<file path="src/rtl/button_pkg.sv">
// rtl/button_pkg.sv - shared types and defaults for the button conditioner.
package button_pkg;

  typedef enum logic [1:0] {
    IDLE,
    PRESS_WAIT,
    PRESSED,
    RELEASE_WAIT
  } btn_state_t;

  localparam int DEFAULT_DEBOUNCE_CYCLES = 1000000;

endpackage

</file>
<file path="src/rtl/button_conditioner_if.sv">
// rtl/button_conditioner_if.sv - raw key inputs and conditioned pulse/level outputs.
interface button_conditioner_if;

  logic key_move_n;
  logic key_select_n;
  logic move;
  logic select;
  logic move_held;
  logic select_held;

  modport master (
    output key_move_n, key_select_n,
    input  move, select, move_held, select_held
  );

  modport slave (
    input  key_move_n, key_select_n,
    output move, select, move_held, select_held
  );

endinterface

</file>
<file path="src/rtl/button_conditioner_debounce_fsm.sv">
// rtl/button_conditioner_debounce_fsm.sv - synchroniser, debounce FSM and counter for one button.
module debounce_fsm
  import button_pkg::*;
#(
  parameter int DEBOUNCE_CYCLES = DEFAULT_DEBOUNCE_CYCLES,
  parameter int CNT_W           = $clog2(DEBOUNCE_CYCLES)
) (
  input  logic clk,
  input  logic rst,
  input  logic key_n,
  output logic fire,
  output logic held,
  output logic in_pressed
);

  localparam logic [CNT_W-1:0] CNT_LAST = CNT_W'(DEBOUNCE_CYCLES - 1);

  logic [1:0]       sync;
  logic             p;
  btn_state_t       state, state_next;
  logic [CNT_W-1:0] cnt, cnt_next, cnt_inc;

  always_ff @(posedge clk or negedge rst) begin
    if (!rst) begin
      sync  <= 2'b11;
      state <= IDLE;
      cnt   <= '0;
    end else begin
      sync  <= {sync[0], key_n};
      state <= state_next;
      cnt   <= cnt_next;
    end
  end

  assign p       = ~sync[1];
  assign cnt_inc = cnt + 1'b1;

  // The entry sample counts as the first stable cycle, so the wait states
  // leave when the incremented count reaches the last value.
  always_comb begin
    state_next = state;
    cnt_next   = cnt;
    fire       = 1'b0;
    unique case (state)
      IDLE: begin
        if (p) begin
          state_next = PRESS_WAIT;
          cnt_next   = '0;
        end
      end
      PRESS_WAIT: begin
        if (!p) begin
          state_next = IDLE;
          cnt_next   = '0;
        end else if (cnt_inc == CNT_LAST) begin
          state_next = PRESSED;
          cnt_next   = '0;
          fire       = 1'b1;
        end else begin
          cnt_next = cnt_inc;
        end
      end
      PRESSED: begin
        if (!p) begin
          state_next = RELEASE_WAIT;
          cnt_next   = '0;
        end
      end
      RELEASE_WAIT: begin
        if (p) begin
          state_next = PRESSED;
          cnt_next   = '0;
        end else if (cnt_inc == CNT_LAST) begin
          state_next = IDLE;
          cnt_next   = '0;
        end else begin
          cnt_next = cnt_inc;
        end
      end
    endcase
  end

  assign held       = (state == PRESSED) || (state == RELEASE_WAIT);
  assign in_pressed = (state == PRESSED);

endmodule

</file>
<file path="src/rtl/button_conditioner.sv">
// rtl/button_conditioner.sv - MOVE/SELECT debounce, one-cycle pulses and SELECT-priority arbitration.
// Optional MOVE auto-repeat: BUTTON_CONDITIONER_MOVE_AUTOREPEAT_EN.
module button_conditioner
  import button_pkg::*;
#(
  parameter int DEBOUNCE_CYCLES = DEFAULT_DEBOUNCE_CYCLES,
  parameter int CNT_W           = $clog2(DEBOUNCE_CYCLES),
  parameter int REPEAT_DELAY    = 25000000,
  parameter int REPEAT_PERIOD   = 10000000
) (
  input  logic                 clk,
  input  logic                 rst,
  button_conditioner_if.slave  bus
);

  if (DEBOUNCE_CYCLES < 2) begin : g_bad_debounce
    $error("DEBOUNCE_CYCLES must be at least 2");
  end
  if (REPEAT_DELAY < 2 || REPEAT_PERIOD < 1) begin : g_bad_repeat
    $error("REPEAT_DELAY must be at least 2 and REPEAT_PERIOD at least 1");
  end

  logic move_fire, move_held, move_in_pressed;
  logic select_fire, select_held, select_pressed_unused;
  logic repeat_fire;
  logic move_q, select_q, pending;
  logic move_req;

  debounce_fsm #(.DEBOUNCE_CYCLES(DEBOUNCE_CYCLES), .CNT_W(CNT_W)) u_move (
    .clk(clk), .rst(rst), .key_n(bus.key_move_n),
    .fire(move_fire), .held(move_held), .in_pressed(move_in_pressed)
  );

  debounce_fsm #(.DEBOUNCE_CYCLES(DEBOUNCE_CYCLES), .CNT_W(CNT_W)) u_select (
    .clk(clk), .rst(rst), .key_n(bus.key_select_n),
    .fire(select_fire), .held(select_held), .in_pressed(select_pressed_unused)
  );

`ifdef BUTTON_CONDITIONER_MOVE_AUTOREPEAT_EN
  localparam int REP_MAX = (REPEAT_DELAY > REPEAT_PERIOD) ? REPEAT_DELAY : REPEAT_PERIOD;
  localparam int REP_W   = $clog2(REP_MAX);
  localparam logic [REP_W-1:0] REP_DELAY_LAST  = REP_W'(REPEAT_DELAY - 1);
  localparam logic [REP_W-1:0] REP_PERIOD_LAST = REP_W'(REPEAT_PERIOD - 1);

  logic [REP_W-1:0] rep_cnt;
  logic             repeating;

  assign repeat_fire = move_in_pressed &&
                       (rep_cnt == (repeating ? REP_PERIOD_LAST : REP_DELAY_LAST));

  always_ff @(posedge clk or negedge rst) begin
    if (!rst) begin
      rep_cnt   <= '0;
      repeating <= 1'b0;
    end else if (!move_in_pressed) begin
      rep_cnt   <= '0;
      repeating <= 1'b0;
    end else if (repeat_fire) begin
      rep_cnt   <= '0;
      repeating <= 1'b1;
    end else begin
      rep_cnt <= rep_cnt + 1'b1;
    end
  end
`else
  logic move_pressed_unused;
  assign repeat_fire         = 1'b0;
  assign move_pressed_unused = move_in_pressed;
`endif

  // A move that loses to select is parked in pending and emitted next cycle.
  assign move_req = move_fire | repeat_fire | pending;

  always_ff @(posedge clk or negedge rst) begin
    if (!rst) begin
      move_q   <= 1'b0;
      select_q <= 1'b0;
      pending  <= 1'b0;
    end else begin
      select_q <= select_fire;
      if (select_fire) begin
        move_q  <= 1'b0;
        pending <= move_req;
      end else begin
        move_q  <= move_req;
        pending <= 1'b0;
      end
    end
  end

  assign bus.move        = move_q;
  assign bus.select      = select_q;
  assign bus.move_held   = move_held;
  assign bus.select_held = select_held;

endmodule
</file>
<file path="src/flat_wrapper.sv">
// flat-port wrapper written by rule: the top's interface ports become plain ports
module button_conditioner_flat import button_pkg::*;
#(
  parameter int DEBOUNCE_CYCLES = DEFAULT_DEBOUNCE_CYCLES,
  parameter int CNT_W           = $clog2(DEBOUNCE_CYCLES),
  parameter int REPEAT_DELAY    = 25000000,
  parameter int REPEAT_PERIOD   = 10000000
)
  (clk, rst, bus_key_move_n, bus_key_select_n, bus_move, bus_select, bus_move_held, bus_select_held);
  button_conditioner_if bus_i ();
  input  logic clk;
  input  logic rst;
  input wire logic [$bits(bus_i.key_move_n)-1:0] bus_key_move_n;
  input wire logic [$bits(bus_i.key_select_n)-1:0] bus_key_select_n;
  output wire logic [$bits(bus_i.move)-1:0] bus_move;
  output wire logic [$bits(bus_i.select)-1:0] bus_select;
  output wire logic [$bits(bus_i.move_held)-1:0] bus_move_held;
  output wire logic [$bits(bus_i.select_held)-1:0] bus_select_held;
  assign bus_i.key_move_n = bus_key_move_n;
  assign bus_i.key_select_n = bus_key_select_n;
  assign bus_move = bus_i.move;
  assign bus_select = bus_i.select;
  assign bus_move_held = bus_i.move_held;
  assign bus_select_held = bus_i.select_held;
  button_conditioner #(.DEBOUNCE_CYCLES(DEBOUNCE_CYCLES), .CNT_W(CNT_W), .REPEAT_DELAY(REPEAT_DELAY), .REPEAT_PERIOD(REPEAT_PERIOD)) u_core (.clk(clk), .rst(rst), .bus(bus_i));
endmodule
</file>
<file path="config.mk">
export PLATFORM = sky130hd
export DESIGN_NAME = button_conditioner_flat
export DESIGN_NICKNAME = d
export VERILOG_FILES = /design/src/rtl/button_pkg.sv /design/src/rtl/button_conditioner_if.sv /design/src/rtl/button_conditioner_debounce_fsm.sv /design/src/rtl/button_conditioner.sv /design/src/flat_wrapper.sv
export SDC_FILE = /design/constraint.sdc
export NUM_CORES = 1
export LEC_CHECK = 0
export CAP_MARGIN = 25
export CORE_MARGIN = 5
export CORE_UTILIZATION = 60
export DETAILED_ROUTE_END_ITERATION = 10
export GPL_ROUTABILITY_DRIVEN = 0
export HOLD_SLACK_MARGIN = 0.12
export PLACE_DENSITY = 0.83
export SYNTH_ARGS = -nofsm -noshare
export SYNTH_HDL_FRONTEND = slang
export SYNTH_SLANG_ARGS = --single-unit
</file>
<file path="constraint.sdc">
create_clock -name clk -period 5.55 [get_ports clk]
set_input_delay 0.555 -clock clk [delete_from_list [all_inputs] [get_ports clk]]
set_output_delay 0.555 -clock clk [all_outputs]
set_load 0.01 [all_outputs]
</file>
-- After elaboration in Yosys (flattened, before gate mapping)
Index checks and enable logic that the tools add are counted.
- register bits after elaboration: 51
- latch bits: 0
- bits in writable memories: 0
- bits in read-only memories: 0
- output and inout bits: 4
- logic and storage cells: 70
- memories kept: 0
- $add $sub $neg: 2
- $mul: 0
- div/mod/pow operators: 0
- $lt $le $gt $ge: 0
- equal/unequal tests: 16
- shifts and indexed selects: 0
- multiplexer cells: 34
- bitwise gates (word level): 1
- reductions and logical operators: 8
- operator list (operator ; count):
    $mux W20 ; 10
    $pmux W20 S4 ; 2
    $add A20 B1 Y20 const B ; 2
    $eq A20 B20 Y1 const B ; 2
    $mux W2 ; 12
    $pmux W2 S4 ; 2
    $ne A3 B3 Y1 const B ; 4
    $eq A2 B2 Y1 const B ; 4
    $mux W1 ; 8
    $ne A2 B2 Y1 const B ; 4
    $reduce_and A4 Y1 ; 2
    $eq A2 B1 Y1 const B ; 2
    $logic_not A2 Y1 ; 2
    $reduce_and A2 Y1 ; 2
    $logic_or A1 B1 Y1 ; 2
    $or A1 B1 Y1 ; 1

-- Logic depth before layout (Yosys ltp)
- depth after elaboration: 7
- mapped depth: 10
- depth with buffers taken out: 9

-- Cells and area by module
Synthesis repeated with hierarchy kept, for this count alone.
- cells, all modules: 361
- area, all modules: 3220.6 µm²
- modules (own cells, without submodules) (module ; times used ; cells each ; area an instance (µm²) ; seq. area each (µm²)):
    debounce_fsm ; 2 ; 178 ; 1564.0 ; 603.1
    button_conditioner ; 1 ; 5 ; 92.6 ; 75.1

-- Worst setup path after synthesis
Ideal clock, no wire load.
- path kind: register to register
- from: register u_core.u_move.cnt[0]
- to: register u_core.u_move.cnt[5]
- library setup time: 0.124 ns
- data arrival time: 2.448 ns
- required time: 5.426 ns
- path slack: 2.978 ns
- cell stages (with the launch flop): 10
- path buffers: 1
- clock period less this slack: 2.572 ns
- cells stage by stage: dfrtp_1 -> ha_1 -> nand3_1 -> o31a_1 -> a2111oi_2 -> o21ai_1 -> nor4_4 -> buf_6 -> nor2_1 -> a211o_1
- word-level cells in the longest chain between the ends: 5
- elaborated cells between the ends (all ways): 6
- RTL lines (element ; RTL line ; RTL):
    start, declared ; button_conditioner_debounce_fsm.sv:21 ; logic [CNT_W-1:0] cnt, cnt_next, cnt_inc;
    start signal, assigned ; button_conditioner_debounce_fsm.sv:31 ; cnt <= cnt_next;
    $add A20 B1 Y20 * ; button_conditioner_debounce_fsm.sv:36 ; assign cnt_inc = cnt + 1'b1;
    $eq A20 B20 Y1 ; button_conditioner_debounce_fsm.sv:55, button_conditioner_debounce_fsm.sv:73 ;
    $mux W20 * ; button_conditioner_debounce_fsm.sv:55, button_conditioner_debounce_fsm.sv:73 ;
    $mux W20, on equally long branches ; button_conditioner_debounce_fsm.sv:70, button_conditioner_debounce_fsm.sv:52 ;
    $pmux W20 S4 * ; button_conditioner_debounce_fsm.sv:44 ; unique case (state)
Every way passes the cells marked *; elsewhere a longest branch is shown, timed or not.
A chain may end at the register's enable or synchronous reset.

-- Worst setup path after layout
- from: register u_core.u_move.cnt[0]
- to: register u_core.u_move.cnt[19]
The elaborated chain is that of the path after synthesis.

==> results.yml <==
run_status:
  outcome: "finished clean"
drt:
  ant_nets: 0
  detail_route.wl_per_cell_um: 16.32
  viasPerCell: 6.756
  drt-pass1-iter-count: 7
  drt_iter0_drc: 430
  drc: 0
  vias: 3020
  drt-total-wl_um: 7293
synth:
  yosysWarnings: 0
  synth-async-reset-ratio: 1.000
  netlist_instances: 382
  synthFlopType: "dfrtp_1"
  synthesis.area_um2: 3377
  seq_area_frac_synth: 0.3794
  synth_nets: 392
  ys_ff_latch: 51
  avgSynthCellArea_um2: 8.840
  synth_edf_count: 0
  ys_types: 68
critical_path:
  crit_slowest_cell: "nor4_4"
  end_kind: "flip-flop"
  crit_path_cell_trace: "ha_1, nand3_1, o31a_1, a2111oi_2, o21ai_1, nor4_4, nor2_2, a221o_1"
  worstSetupStartpointType: "flip-flop"
  worstPathArrival_ps: 3580
  critPathMaxFanout: 15
  slowest_delay_ps: 770
  path_class: "reg -> reg"
  crit_required_ps: 5760
clock_tree:
  numCtsBuffers: 5
  ctsHoldBuffers: 0
  clock_sinks: 51
  root_buffer: "clkbuf_8"
  htree_levels: 2
  post_cts_buffers: 0
  path_clk_slew_ps: 100
  cts_buffer_depth: 2
  post_cts_resized: 0
  cts_tree: "done"
  insertion_delay_ps: 310
layout:
  stdcell_count: 447
  n_antenna_cell: 0
  mostFrequentLayoutCell: "dfrtp_1"
  nFillCells: 448
  register_area_um2: 1281
  layout_common_cells: "dfrtp_1, nand3_1, nand2_1"
  multi_input_area_um2: 1937
  area_growth_pct: 5.706
  num-nets-final: 384
  drive_gt1_frac: 0.09067
timing:
  maxSlewViolCount: 0
  finalHoldViolCount: 0
  setup_viol_count_final: 0
  fin_skew_ps: 10.96
  final.min_clock_period_ps: 3371
  rsz0062_at_grt: "no"
  finalSetupTns_ps: 0
  tightest_slew_ps: 835.0
  slew_headroom: 0.4392
  timing.hold.ws_ps: 327.6
  max_freq_mhz: 296.7
  post-route-period-util: 0.6074
global_route:
  grt_antenna_before_repair: 0
  grt_usage: 0.2114
  grt_pass1_wl_um: 12650
  first_global_vias: 2617
  overflow: 0
  grt_max_degree: 52
die:
  die_h_um: 85.02
  rows: 27
  start_util: 0.6171
  pin_count: 8
  dieArea_um2: 7228
  core_area_um2: 5473
  die_w_um: 85.02
power:
  seq_power_share: 0.524
  clkPwrFrac: 0.425
  leakage_nw: 1.404
  power_mw: 0.7341
  netSwitchingPower_mw: 0.1659
  p_comb_frac: 0.051
  netSwitchingFraction: 0.2260
  ir_worst_vdd_uv: 139.5
  intPower_mw: 0.5681
  powerDensity_nw_per_um2: 205.6
place:
  port_buffers: 7
  dp_cells: 439
  place.detailed.hpwl_um: 4883
job:
  cap_violations: 0
hold_path:
  hold_class: "in -> async"
[synthesized netlist by cell type, drive strengths merged, types with 2 or more instances]
| master | instances | area, um2 |
|---|---|---|
| a22o | 8 | 70.07 |
| dfrtp | 47 | 1176 |
| o31ai | 8 | 60.06 |
| nor4 | 9 | 77.57 |
| ha | 6 | 75.07 |
| nor3 | 13 | 75.07 |
| and2 | 4 | 25.02 |
| a211o | 2 | 17.52 |
| a21oi | 5 | 25.02 |
| a31oi | 8 | 65.06 |
| a21o | 3 | 22.52 |
| inv | 12 | 45.04 |
| o211ai | 5 | 37.54 |
| buf | 11 | 65.06 |
| nor2b | 2 | 12.51 |
| or4 | 7 | 60.06 |
| nand4 | 10 | 90.08 |
| a21boi | 3 | 22.52 |
| dfstp | 4 | 105.1 |
| nand2 | 45 | 168.9 |
| and3 | 4 | 25.02 |
| nand2b | 2 | 12.51 |
| or2 | 2 | 12.51 |
| nand3 | 47 | 240.2 |
| xnor2 | 10 | 87.58 |
| nor3b | 3 | 22.52 |
| o21ai | 15 | 75.07 |
| mux2i | 2 | 20.02 |
| o22ai | 3 | 18.77 |
| a2111oi | 3 | 38.79 |
| nor2 | 17 | 66.32 |
| o41ai | 2 | 17.52 |
| and4 | 10 | 87.58 |
| or3 | 15 | 93.84 |
| clkbuf | 13 | 48.80 |
| o21a | 4 | 30.03 |
[registers in the layout, indices dropped and copies added (netlist names), named ones only]
name,flops
u_core.bus.move,1
u_core.bus.select,1
u_core.pending,1
u_core.u_move.cnt,20
u_core.u_move.state,1
u_core.u_move.sync,2
u_core.u_select.cnt,20
u_core.u_select.state,1
u_core.u_select.sync,2
[area by class of cell]
cell class,count,share of cell area
multi-input cells,295,0.5426
flip-flops and latches,51,0.3589
well taps,72,0.02524
repair buffers,9,0.02243
clock buffers,5,0.01928
clock inverters,3,0.01893
inverters,12,0.01262
[worst max-delay path, delay by kind of cell, from the launching register on]
kind                     cells  cell delay (ps)
AO/OA/AOI/OAI                4             1280
AND/OR/NAND/NOR              3             1210
flip-flops                   1              510
adder cells (fa/ha/maj)      1              280
[final timing paths]
path	from	to	slack, ps	cells past startpoint
worst min register to register	u_core.u_select.sync[0]	u_core.u_select.sync[1]	360	0
max in group asynchronous	rst	u_core.u_select.cnt[16]	4780	2
worst max-delay path	u_core.u_move.cnt[0]	u_core.u_move.cnt[19]	2180	8
worst max register to register	u_core.u_move.cnt[0]	u_core.u_move.cnt[19]	2180	8
worst min-delay path	rst	u_core.u_move.cnt[13]	330	2
min in group clk	u_core.u_select.sync[0]	u_core.u_select.sync[1]	360	0
[metrics by stage]
step	worst slack [ps]	utilization	cell area, um2
final	2179	0.6523	3570
after global routing	1941	0.6523	3570
after global placement	2432	0.6273	3433
after floorplan	2978	-	3377
after CTS	2243	0.6523	3570
after detailed placement	2272	0.6273	3433
[power by group through the flow]
stage               clock network (mW)  logic (mW)  registers, mW
finish                           0.312      0.0374          0.385
global route                     0.334      0.0424          0.386
CTS                              0.315      0.0377          0.385
detailed placement                   0      0.0374          0.392
global placement                     0      0.0370          0.391
floorplan                            0      0.0232          0.390
[logic make-up (layout without fill, tap and decap cells)]
group | count (synthesis) | after routing | synth area share
flip-flops | 51 | 51 | 0.3794
multiplexers | 3 | 3 | 0.009263
AO/OA/AOI/OAI | 79 | 79 | 0.1816
AND/OR/NAND/NOR | 196 | 196 | 0.3320
adder cells (fa/ha/maj) | 6 | 6 | 0.02223
XOR/XNOR | 11 | 11 | 0.02853
buffers and inverters | 36 | 29 | 0.04705
[layer usage]
metal | up-vias | wire length, um | track usage | share of wire
met5 | - | 0 | 0 | 0
met4 | 0 | 171 | 0.06475 | 0.023
met1 | 1419 | 3419 | 0.3171 | 0.47
li1 | 1424 | - | - | -
met2 | 151 | 3185 | 0.3079 | 0.44
met3 | 26 | 517 | 0.04078 | 0.071
Note: power is estimated with default switching activity, not from simulation.
